`src/rtl/clk_en_pkg.sv`:
```
// -----------------------------------------------------------------------------
// clk_en_pkg
// Shared constants for the clock-enable generator.
//   NUM_CH_DEF  : default number of divider channels
//   CNT_W_DEF   : default divisor / counter width per channel
//   DEF_DIV_DEF : divisor loaded at reset (100 MHz -> 25 MHz enable)
//   slice_lo()  : low bit index of channel k inside a packed per-channel bus
// -----------------------------------------------------------------------------
package clk_en_pkg;

  localparam int NUM_CH_DEF  = 2;
  localparam int CNT_W_DEF   = 8;
  localparam int DEF_DIV_DEF = 4;

  // Channel k of a packed bus occupies [slice_lo(k, w) +: w].
  function automatic int slice_lo(input int k, input int w);
    return k * w;
  endfunction

endpackage

```
`src/rtl/clk_en_gen_if.sv`:
```
// -----------------------------------------------------------------------------
// clk_en_gen_if
// Control and status bundle of the clock-enable generator.
//   en_i     : per-channel count enable
//   sync_i   : global realign strobe (all channels)
//   div_wr_i : per-channel divisor write strobe
//   div_i    : packed divisors, channel k at [k*CNT_W +: CNT_W]
//   tick_o   : per-channel one-cycle clock-enable pulse
//   sq_o     : per-channel 50% square wave
//   pend_o   : per-channel "written divisor not yet applied"
// master = the side that drives controls, slave = the generator.
// -----------------------------------------------------------------------------
interface clk_en_gen_if
  import clk_en_pkg::*;
#(
  parameter int NUM_CH = NUM_CH_DEF,
  parameter int CNT_W  = CNT_W_DEF
) ();

  logic [NUM_CH-1:0]       en_i;
  logic                    sync_i;
  logic [NUM_CH-1:0]       div_wr_i;
  logic [NUM_CH*CNT_W-1:0] div_i;
  logic [NUM_CH-1:0]       tick_o;
  logic [NUM_CH-1:0]       sq_o;
  logic [NUM_CH-1:0]       pend_o;

  modport master (
    output en_i, sync_i, div_wr_i, div_i,
    input  tick_o, sq_o, pend_o
  );

  modport slave (
    input  en_i, sync_i, div_wr_i, div_i,
    output tick_o, sq_o, pend_o
  );

endinterface

```
`src/rtl/clk_en_chan.sv`:
```
// -----------------------------------------------------------------------------
// clk_en_chan
// One divider channel. Counts 0..N-1 while enabled (N = act, with 0 and 1
// both meaning N = 1), emits a registered tick when the count is 0 and
// toggles a square wave on every tick. A written divisor is held pending
// and becomes active at the next wrap or sync.
// Ports:
//   clk, reset : system clock, synchronous active-high reset
//   en_i       : count enable
//   sync_i     : realign strobe (force count to 0, apply pending divisor)
//   div_wr_i   : divisor write strobe, div_i : divisor value
//   tick_o     : one-cycle enable pulse, sq_o : square wave
//   pend_o     : a written divisor is waiting to be applied
// -----------------------------------------------------------------------------
module clk_en_chan
  import clk_en_pkg::*;
#(
  parameter int CNT_W   = CNT_W_DEF,
  parameter int DEF_DIV = DEF_DIV_DEF
) (
  input  logic             clk,
  input  logic             reset,
  input  logic             en_i,
  input  logic             sync_i,
  input  logic             div_wr_i,
  input  logic [CNT_W-1:0] div_i,
  output logic             tick_o,
  output logic             sq_o,
  output logic             pend_o
);

  localparam logic [CNT_W-1:0] RST_DIV = CNT_W'(DEF_DIV);
  localparam logic [CNT_W-1:0] ONE     = CNT_W'(1);

  logic [CNT_W-1:0] cnt_q, cnt_d;
  logic [CNT_W-1:0] act_q, act_d;
  logic [CNT_W-1:0] pnd_q, pnd_d;
  logic             pend_q, pend_d;
  logic             tick_q, tick_d;
  logic             sq_q, sq_d;

  logic [CNT_W-1:0] last_cnt;
  logic             wrap;

  always_comb begin
    // NOTE: every combinational output gets a default first so that no
    // path through the if/else tree leaves it unassigned (no latches).
    cnt_d  = cnt_q;
    act_d  = act_q;
    pnd_d  = pnd_q;
    pend_d = pend_q;
    tick_d = 1'b0;
    sq_d   = sq_q;

    // Divisors 0 and 1 both mean "every cycle", so the last count is 0.
    last_cnt = (act_q <= ONE) ? '0 : act_q - ONE;
    // '>=' rather than '==' keeps the counter bounded even if it ever
    // sits above the last count.
    wrap     = en_i && (cnt_q >= last_cnt);

    // NOTE: blocking assignments here let the write below feed the apply
    // logic in the same cycle, so a write coincident with a wrap or sync
    // takes effect immediately and never shows as pending.
    if (div_wr_i) begin
      pnd_d  = div_i;
      pend_d = 1'b1;
    end

    if (sync_i) begin
      // Sync behaves as a forced wrap with the tick suppressed.
      cnt_d  = '0;
      act_d  = pnd_d;
      pend_d = 1'b0;
    end else if (en_i) begin
      tick_d = (cnt_q == '0);
      sq_d   = sq_q ^ tick_d;
      if (wrap) begin
        cnt_d  = '0;
        act_d  = pnd_d;
        pend_d = 1'b0;
      end else begin
        cnt_d  = cnt_q + ONE;
      end
    end
  end

  // NOTE: state registers use non-blocking assignments so every flop
  // samples the pre-edge values, independent of statement order.
  always_ff @(posedge clk) begin
    if (reset) begin
      cnt_q  <= '0;
      act_q  <= RST_DIV;
      pnd_q  <= RST_DIV;
      pend_q <= 1'b0;
      tick_q <= 1'b0;
      sq_q   <= 1'b0;
    end else begin
      cnt_q  <= cnt_d;
      act_q  <= act_d;
      pnd_q  <= pnd_d;
      pend_q <= pend_d;
      tick_q <= tick_d;
      sq_q   <= sq_d;
    end
  end

  assign tick_o = tick_q;
  assign sq_o   = sq_q;
  assign pend_o = pend_q;

endmodule

```
`src/rtl/clk_en_gen.sv`:
```
// -----------------------------------------------------------------------------
// clk_en_gen
// Multi-channel clock-enable generator: NUM_CH independent dividers that
// share only the sync_i realign strobe.
// Ports:
//   clk   : sole system clock (posedge)
//   reset : synchronous active-high reset
//   bus   : clk_en_gen_if.slave (en_i, sync_i, div_wr_i, div_i in;
//           tick_o, sq_o, pend_o out)
// -----------------------------------------------------------------------------
module clk_en_gen
  import clk_en_pkg::*;
#(
  parameter int NUM_CH  = NUM_CH_DEF,
  parameter int CNT_W   = CNT_W_DEF,
  parameter int DEF_DIV = DEF_DIV_DEF
) (
  input  logic         clk,
  input  logic         reset,
  clk_en_gen_if.slave  bus
);

  logic [NUM_CH-1:0] tick;
  logic [NUM_CH-1:0] sq;
  logic [NUM_CH-1:0] pend;

  for (genvar k = 0; k < NUM_CH; k++) begin : g_chan
    localparam int LO = slice_lo(k, CNT_W);

    clk_en_chan #(
      .CNT_W   (CNT_W),
      .DEF_DIV (DEF_DIV)
    ) u_chan (
      .clk      (clk),
      .reset    (reset),
      .en_i     (bus.en_i[k]),
      .sync_i   (bus.sync_i),
      .div_wr_i (bus.div_wr_i[k]),
      .div_i    (bus.div_i[LO +: CNT_W]),
      .tick_o   (tick[k]),
      .sq_o     (sq[k]),
      .pend_o   (pend[k])
    );
  end

  assign bus.tick_o = tick;
  assign bus.sq_o   = sq;
  assign bus.pend_o = pend;

endmodule

```
`src/flat_wrapper.sv`:
```
// flat-port wrapper written by rule: the top's interface ports become plain ports
module clk_en_gen_flat import clk_en_pkg::*;
#(
  parameter int NUM_CH  = NUM_CH_DEF,
  parameter int CNT_W   = CNT_W_DEF,
  parameter int DEF_DIV = DEF_DIV_DEF
)
  (clk, reset, bus_en_i, bus_sync_i, bus_div_wr_i, bus_div_i, bus_tick_o, bus_sq_o, bus_pend_o);
  clk_en_gen_if #(.NUM_CH(NUM_CH), .CNT_W(CNT_W)) bus_i ();
  input  logic clk;
  input  logic reset;
  input wire logic [$bits(bus_i.en_i)-1:0] bus_en_i;
  input wire logic [$bits(bus_i.sync_i)-1:0] bus_sync_i;
  input wire logic [$bits(bus_i.div_wr_i)-1:0] bus_div_wr_i;
  input wire logic [$bits(bus_i.div_i)-1:0] bus_div_i;
  output wire logic [$bits(bus_i.tick_o)-1:0] bus_tick_o;
  output wire logic [$bits(bus_i.sq_o)-1:0] bus_sq_o;
  output wire logic [$bits(bus_i.pend_o)-1:0] bus_pend_o;
  assign bus_i.en_i = bus_en_i;
  assign bus_i.sync_i = bus_sync_i;
  assign bus_i.div_wr_i = bus_div_wr_i;
  assign bus_i.div_i = bus_div_i;
  assign bus_tick_o = bus_i.tick_o;
  assign bus_sq_o = bus_i.sq_o;
  assign bus_pend_o = bus_i.pend_o;
  clk_en_gen #(.NUM_CH(NUM_CH), .CNT_W(CNT_W), .DEF_DIV(DEF_DIV)) u_core (.clk(clk), .reset(reset), .bus(bus_i));
endmodule
```
`config.mk`:
```
export PLATFORM = sky130hd
export DESIGN_NAME = clk_en_gen_flat
export DESIGN_NICKNAME = d
export VERILOG_FILES = /design/src/rtl/clk_en_pkg.sv /design/src/rtl/clk_en_gen_if.sv /design/src/rtl/clk_en_chan.sv /design/src/rtl/clk_en_gen.sv /design/src/flat_wrapper.sv
export SDC_FILE = /design/constraint.sdc
export NUM_CORES = 1
export LEC_CHECK = 0
export ABC_AREA = 1
export CAP_MARGIN = 10
export CORE_UTILIZATION = 45
export DETAILED_ROUTE_END_ITERATION = 8
export GPL_ROUTABILITY_DRIVEN = 0
export SKIP_LAST_GASP = 1
export SYNTH_ARGS = -nofsm -noshare
export SYNTH_HDL_FRONTEND = slang
export SYNTH_HIERARCHICAL = 1
export SYNTH_SLANG_ARGS = --single-unit
export TNS_END_PERCENT = 100
```
`constraint.sdc`:
```
create_clock -name clk -period 7 [get_ports clk]
set_input_delay 2.1 -clock clk [delete_from_list [all_inputs] [get_ports clk]]
set_output_delay 2.1 -clock clk [all_outputs]
set_load 0.1 [all_outputs]
```
=== Word level (Yosys, flattened, before mapping) ===
Cells that the tools add are included.

* Register bits: 54
* Latch bits: 0
* Memory bits (writable): 0
* Bits in read-only memories: 0
* Bits of input ports: 23
* Output and inout port bits: 6
* Memories kept: 0

* $add $sub $neg: 4
* $mul: 0
* Div/mod/pow operators: 0
* Magnitude comparators: 4
* Equal/unequal tests: 0
* Shifts and indexed selects: 0
* Multiplexer cells: 18
* Bitwise logic cells: 5
* Reduce and logical (&&, ||, !) cells: 15

{| class="wikitable"
|+ Operators by type and width
! cell !! number
|-
| two-way mux 8 bit || 12
|-
| adder 8 x 1 -> 8 bit, second input constant || 2
|-
| greater-or-equal comparator 8 bit || 2
|-
| less-or-equal comparator 8 x 1 -> 1 bit, second input constant || 2
|-
| logical NOT 8 bit || 2
|-
| subtractor 8 x 1 -> 8 bit, second input constant || 2
|-
| AND reduction 2 bit || 4
|-
| nonzero test 2 bit || 4
|-
| two-way mux 1 bit || 6
|-
| OR reduction 3 bit || 2
|-
| inverter 1 bit || 3
|-
| logical AND 1 bit || 2
|-
| OR reduction 2 bit || 1
|-
| XOR 1 bit || 2
|}

=== Logic depth before layout (Yosys ltp) ===
* Depth in word-level cells: 7
* Gate-level depth with buffers: 20
* Mapped depth without buffers: 20

=== By module ===
Netlist, hierarchy kept.

{| class="wikitable"
|+ By module, submodules not included
! module !! times used !! cells an instance !! area an instance (µm²) !! sequential area each (µm²)
|-
| clk_en_chan (u_core.g_chan[0].u_chan) || 1 || 224 || 1570.3 || 540.5
|-
| clk_en_chan (u_core.g_chan[1].u_chan) || 1 || 227 || 1567.8 || 540.5
|}

=== Worst setup path after synthesis ===
OpenSTA, ideal clock, no wires.

* Path type: register to output
* Start: register u_core.g_chan[0].u_chan.sq_q
* End: output port bus_sq_o[0]
* Data arrival time: 0.941 ns
* Data required time: 4.900 ns
* Slack: 3.959 ns
* Cell stages (with the launch flop): 1
* Path through: dfxtp_1

{| class="wikitable"
|+ RTL lines
! element !! RTL line !! text
|-
| from (decl) || clk_en_chan.sv:40 || <nowiki>logic sq_q, sq_d;</nowiki>
|-
| from (signal assigned) || clk_en_chan.sv:103 || <nowiki>sq_q <= sq_d;</nowiki>
|-
| to (decl) || flat_wrapper.sv:17 || <nowiki>output wire logic [$bits(bus_i.sq_o)-1:0] bus_sq_o;</nowiki>
|}

No word-level cell between the ends.

=== Worst setup path in the final report ===
* Start: register u_core.g_chan[1].u_chan.sq_q
* End: output port bus_sq_o[1]

{| class="wikitable"
|+ RTL lines
! element !! RTL line
|-
| from (decl) || clk_en_chan.sv:40
|-
| from (signal assigned) || clk_en_chan.sv:103
|}

No word-level cell between the ends.

==> impl_metrics.ini <==
[final_layout]
final_nets = 527
fin_util = 0.529
fill_cells = 694
multi_input_area_mm2 = 0.00170
drive_above_1_share = 0.0707
areaGrowthSynthToFinish_pct = 14.0
n_antenna_cell = 0
instances_no_fill = 561
seqCellArea_mm2 = 0.00108

[worst_setup_path]
setup.worst_path.end_class = output port
worst_ep_arrival_time_ns = 1.80
cp-start-kind = register
critPathMaxFanout = 3
slowest_delay_ns = 1.14
required_ns = 4.90
reg2reg_depth = 16
critical_path_class = register to output port
timing.rr.start = u_core/g_chan[0].u_chan/act_q[0]$_SDFFE_PP0P_
worst-path-buf-inv = 1
r2r_slack_ns = 4.41
crit_chain = clkdlybuf4s50_1
r2r_end = u_core/g_chan[0].u_chan/act_q[5]$_SDFFE_PP0P_
cpMaxStageDelayCell = clkdlybuf4s50_1
cp_top_family = buffers and inverters

[place]
place_inst = 553
port_buffers = 28
dp_slack_ns = 3.34
place_hpwl_um = 4630

[worst_hold_path]
whs_endpoint = u_core/g_chan[1].u_chan/pnd_q[2]$_SDFF_PP1_
min_path_type = register to register
holdPathStages = 2
worstHoldStart = u_core/g_chan[1].u_chan/pnd_q[2]$_SDFF_PP1_

[synthesis]
ys_seq_elements = 54
synth_nets = 498
yosysSeqAreaShare = 0.344
syn_inst = 451
async_reset_ff_frac = 0
synth_edf_count = 0
synth_warnings = 6
synth_ff_type = dfxtp_1
syn_area_mm2 = 0.00314
synth.distinct_cells = 28
syn_area_per_cell_um2 = 6.96

[power]
p_int_uw = 490
p_seq_frac = 0.479
clkPwrFrac = 0.301
power.total_uw = 699
combinationalPowerShare = 0.220
sw_frac_of_total = 0.299
powerDensity_mw_per_mm2 = 196
p_leak_nw = 1.94
vdd_drop_max_mv = 0.109
switchingPower_uw = 209

[clock_network]
cts_setup_buffers = 0
cts_tree = built
cts_num_sinks = 54
cts_buffers = 5
clk_pin_slew_ns = 0.10
hold_buffers = 0
ctsResizeCount = 0
cts_buffer_depth = 2
cts_max_level = 2
clk_latency_ns = 0.31
root_buffer = clkbuf_8

[floorplanning]
start_util = 0.464
core_mm2 = 0.00676
die_h_um = 85.5
io_pins = 29
num_rows = 30
die-width_um = 85.5
die-area_mm2 = 0.00731

[route]
viasPerCell = 4.70
dr.pass1.iters = 4
ant_nets = 0
wire_per_inst_um = 10.4
drtIter0Drc = 65
drc_errors = 0
vias = 2639
finalWirelength_um = 5840

[grt]
grt_pass1_vias = 2452
gr-usage-all-layers = 0.175
grt_max_degree = 18
overflow = 0
grt_pass1_wl_um = 10300
antenna_found_initial = 0

[timing]
fin_setup_tns_ns = 0
fin_crit_ns = 3.90
fin_crit_sh = 0.558
relSlewSlack = 0.357
rsz0062_at_grt = no
fmaxAchievable_ghz = 0.256
tightest_slew_ns = 0.962
slew_viol_final = 0
setup_slack_ns = 3.10
clock_skew_ns = 0.00642
final_hold_viol_count = 0
setup_viol = 0

[flow_run]
maxCapViolCount = 0

[outcome]
status = finished clean
==> registers in the layout (all words and copies together) (netlist names) <==
register / count
u_core/g_chan.u_chan/sq_o: 2
u_core/g_chan.u_chan/pnd_q: 16
u_core/g_chan.u_chan/tick_o: 2
u_core/g_chan.u_chan/pend_o: 2
u_core/g_chan.u_chan/act_q: 16
u_core/g_chan.u_chan/cnt_q: 16
==> cell families (layout without fill, tap and decap cells) <==
| kind of cell | after synthesis | in the layout | synth area share |
|---|---|---|---|
| simple gates | 254 | 254 | 0.376 |
| flops | 54 | 54 | 0.344 |
| xor+xnor | 12 | 12 | 0.0335 |
| compound gates | 20 | 20 | 0.0375 |
| fa+ha+maj | 24 | 24 | 0.0957 |
| buf+inv | 87 | 117 | 0.113 |
==> cell usage after synthesis (all sizes together), types with 3 or more instances <==
| library cell | count | share of area |
|---|---|---|
| a21oi | 13 | 0.023 |
| buf | 6 | 0.016 |
| clkinv | 4 | 0.0048 |
| dfxtp | 54 | 0.34 |
| ha | 24 | 0.096 |
| inv | 77 | 0.092 |
| nand2 | 154 | 0.20 |
| nand3 | 34 | 0.061 |
| nand4 | 4 | 0.0080 |
| nor2 | 45 | 0.059 |
| nor3 | 11 | 0.038 |
| nor4 | 4 | 0.0080 |
| o21ai | 3 | 0.0048 |
| xor2 | 10 | 0.028 |
==> worst max path at each step <==
stage / from / to / cells after the start
global route: u_core/g_chan[0].u_chan/sq_o$_SDFFE_PP0P_ / bus_sq_o[0] / 1
detailed placement: bus_en_i[0] / u_core/g_chan[0].u_chan/cnt_q[7]$_SDFFE_PP0P_ / 8
floorplan: u_core/g_chan[0].u_chan/sq_o$_SDFFE_PP0P_ / bus_sq_o[0] / 0
global placement: bus_en_i[0] / u_core/g_chan[0].u_chan/cnt_q[7]$_SDFFE_PP0P_ / 8
CTS: u_core/g_chan[1].u_chan/sq_o$_SDFFE_PP0P_ / bus_sq_o[1] / 1
finish: u_core/g_chan[1].u_chan/sq_o$_SDFFE_PP0P_ / bus_sq_o[1] / 1
==> cell usage in the layout, fill, tap and decap left out <==
cell / Yosys / layout
inv_1: 77 / 77
clkinvlp_4: 0 / 1
nor3_1: 2 / 2
xnor2_1: 2 / 2
clkinv_1: 4 / 4
nor3_4: 3 / 3
clkdlybuf4s50_1: 0 / 28
nor4_1: 4 / 4
a21oi_1: 11 / 11
o21a_1: 2 / 2
nor3_2: 6 / 6
o31ai_1: 1 / 1
nand4_1: 4 / 4
nand2_2: 3 / 3
a21o_1: 1 / 1
or2_2: 2 / 2
nand3_2: 4 / 4
ha_1: 24 / 24
a21oi_2: 2 / 2
clkbuf_1: 0 / 1
nor2_4: 2 / 2
o21ai_0: 3 / 3
xor2_1: 10 / 10
bufinv_16: 0 / 1
nor2_1: 43 / 43
nand2_4: 5 / 5
nand3_1: 30 / 30
clkbuf_8: 0 / 5
nand2_1: 146 / 146
dfxtp_1: 54 / 54
==> power by group through the flow <==
stage          clock network [mW]  logic (mW)  registers (mW)
4_1_cts                     0.220       0.157           0.335
3_3_place_gp                    0       0.154           0.342
6_report                    0.210       0.154           0.335
2_1_floorplan                   0       0.105           0.355
3_5_place_dp                    0       0.157           0.342
5_1_grt                     0.229       0.178           0.338
==> metrics by stage <==
stage / instance area (um^2) / hold WS [ns]
finish: 3580 / 0.466
global route: 3580 / 0.494
CTS: 3580 / 0.471
detailed placement: 3470 / 0.447
global placement: 3470 / 0.440
floorplan: 3140 / 0.427
==> area by class of cell <==
class,count,area share
clock inverters,2,0.0105
multi-input cells,310,0.476
well taps,80,0.0280
repair buffers,28,0.0783
clock buffers,6,0.0203
inverters,81,0.0850
flip-flops and latches,54,0.302
==> routing by layer <==
layer | vias to the layer above | global-route usage | part of all wire
met4 | 0 | 0.0455 | 0.0082
met3 | 4 | 0.0318 | 0.017
met2 | 14 | 0.316 | 0.49
met5 | - | 0 | 0
met1 | 1178 | 0.215 | 0.48
li1 | 1443 | - | -
No activity file was read; power rests on OpenSTA's default activity.
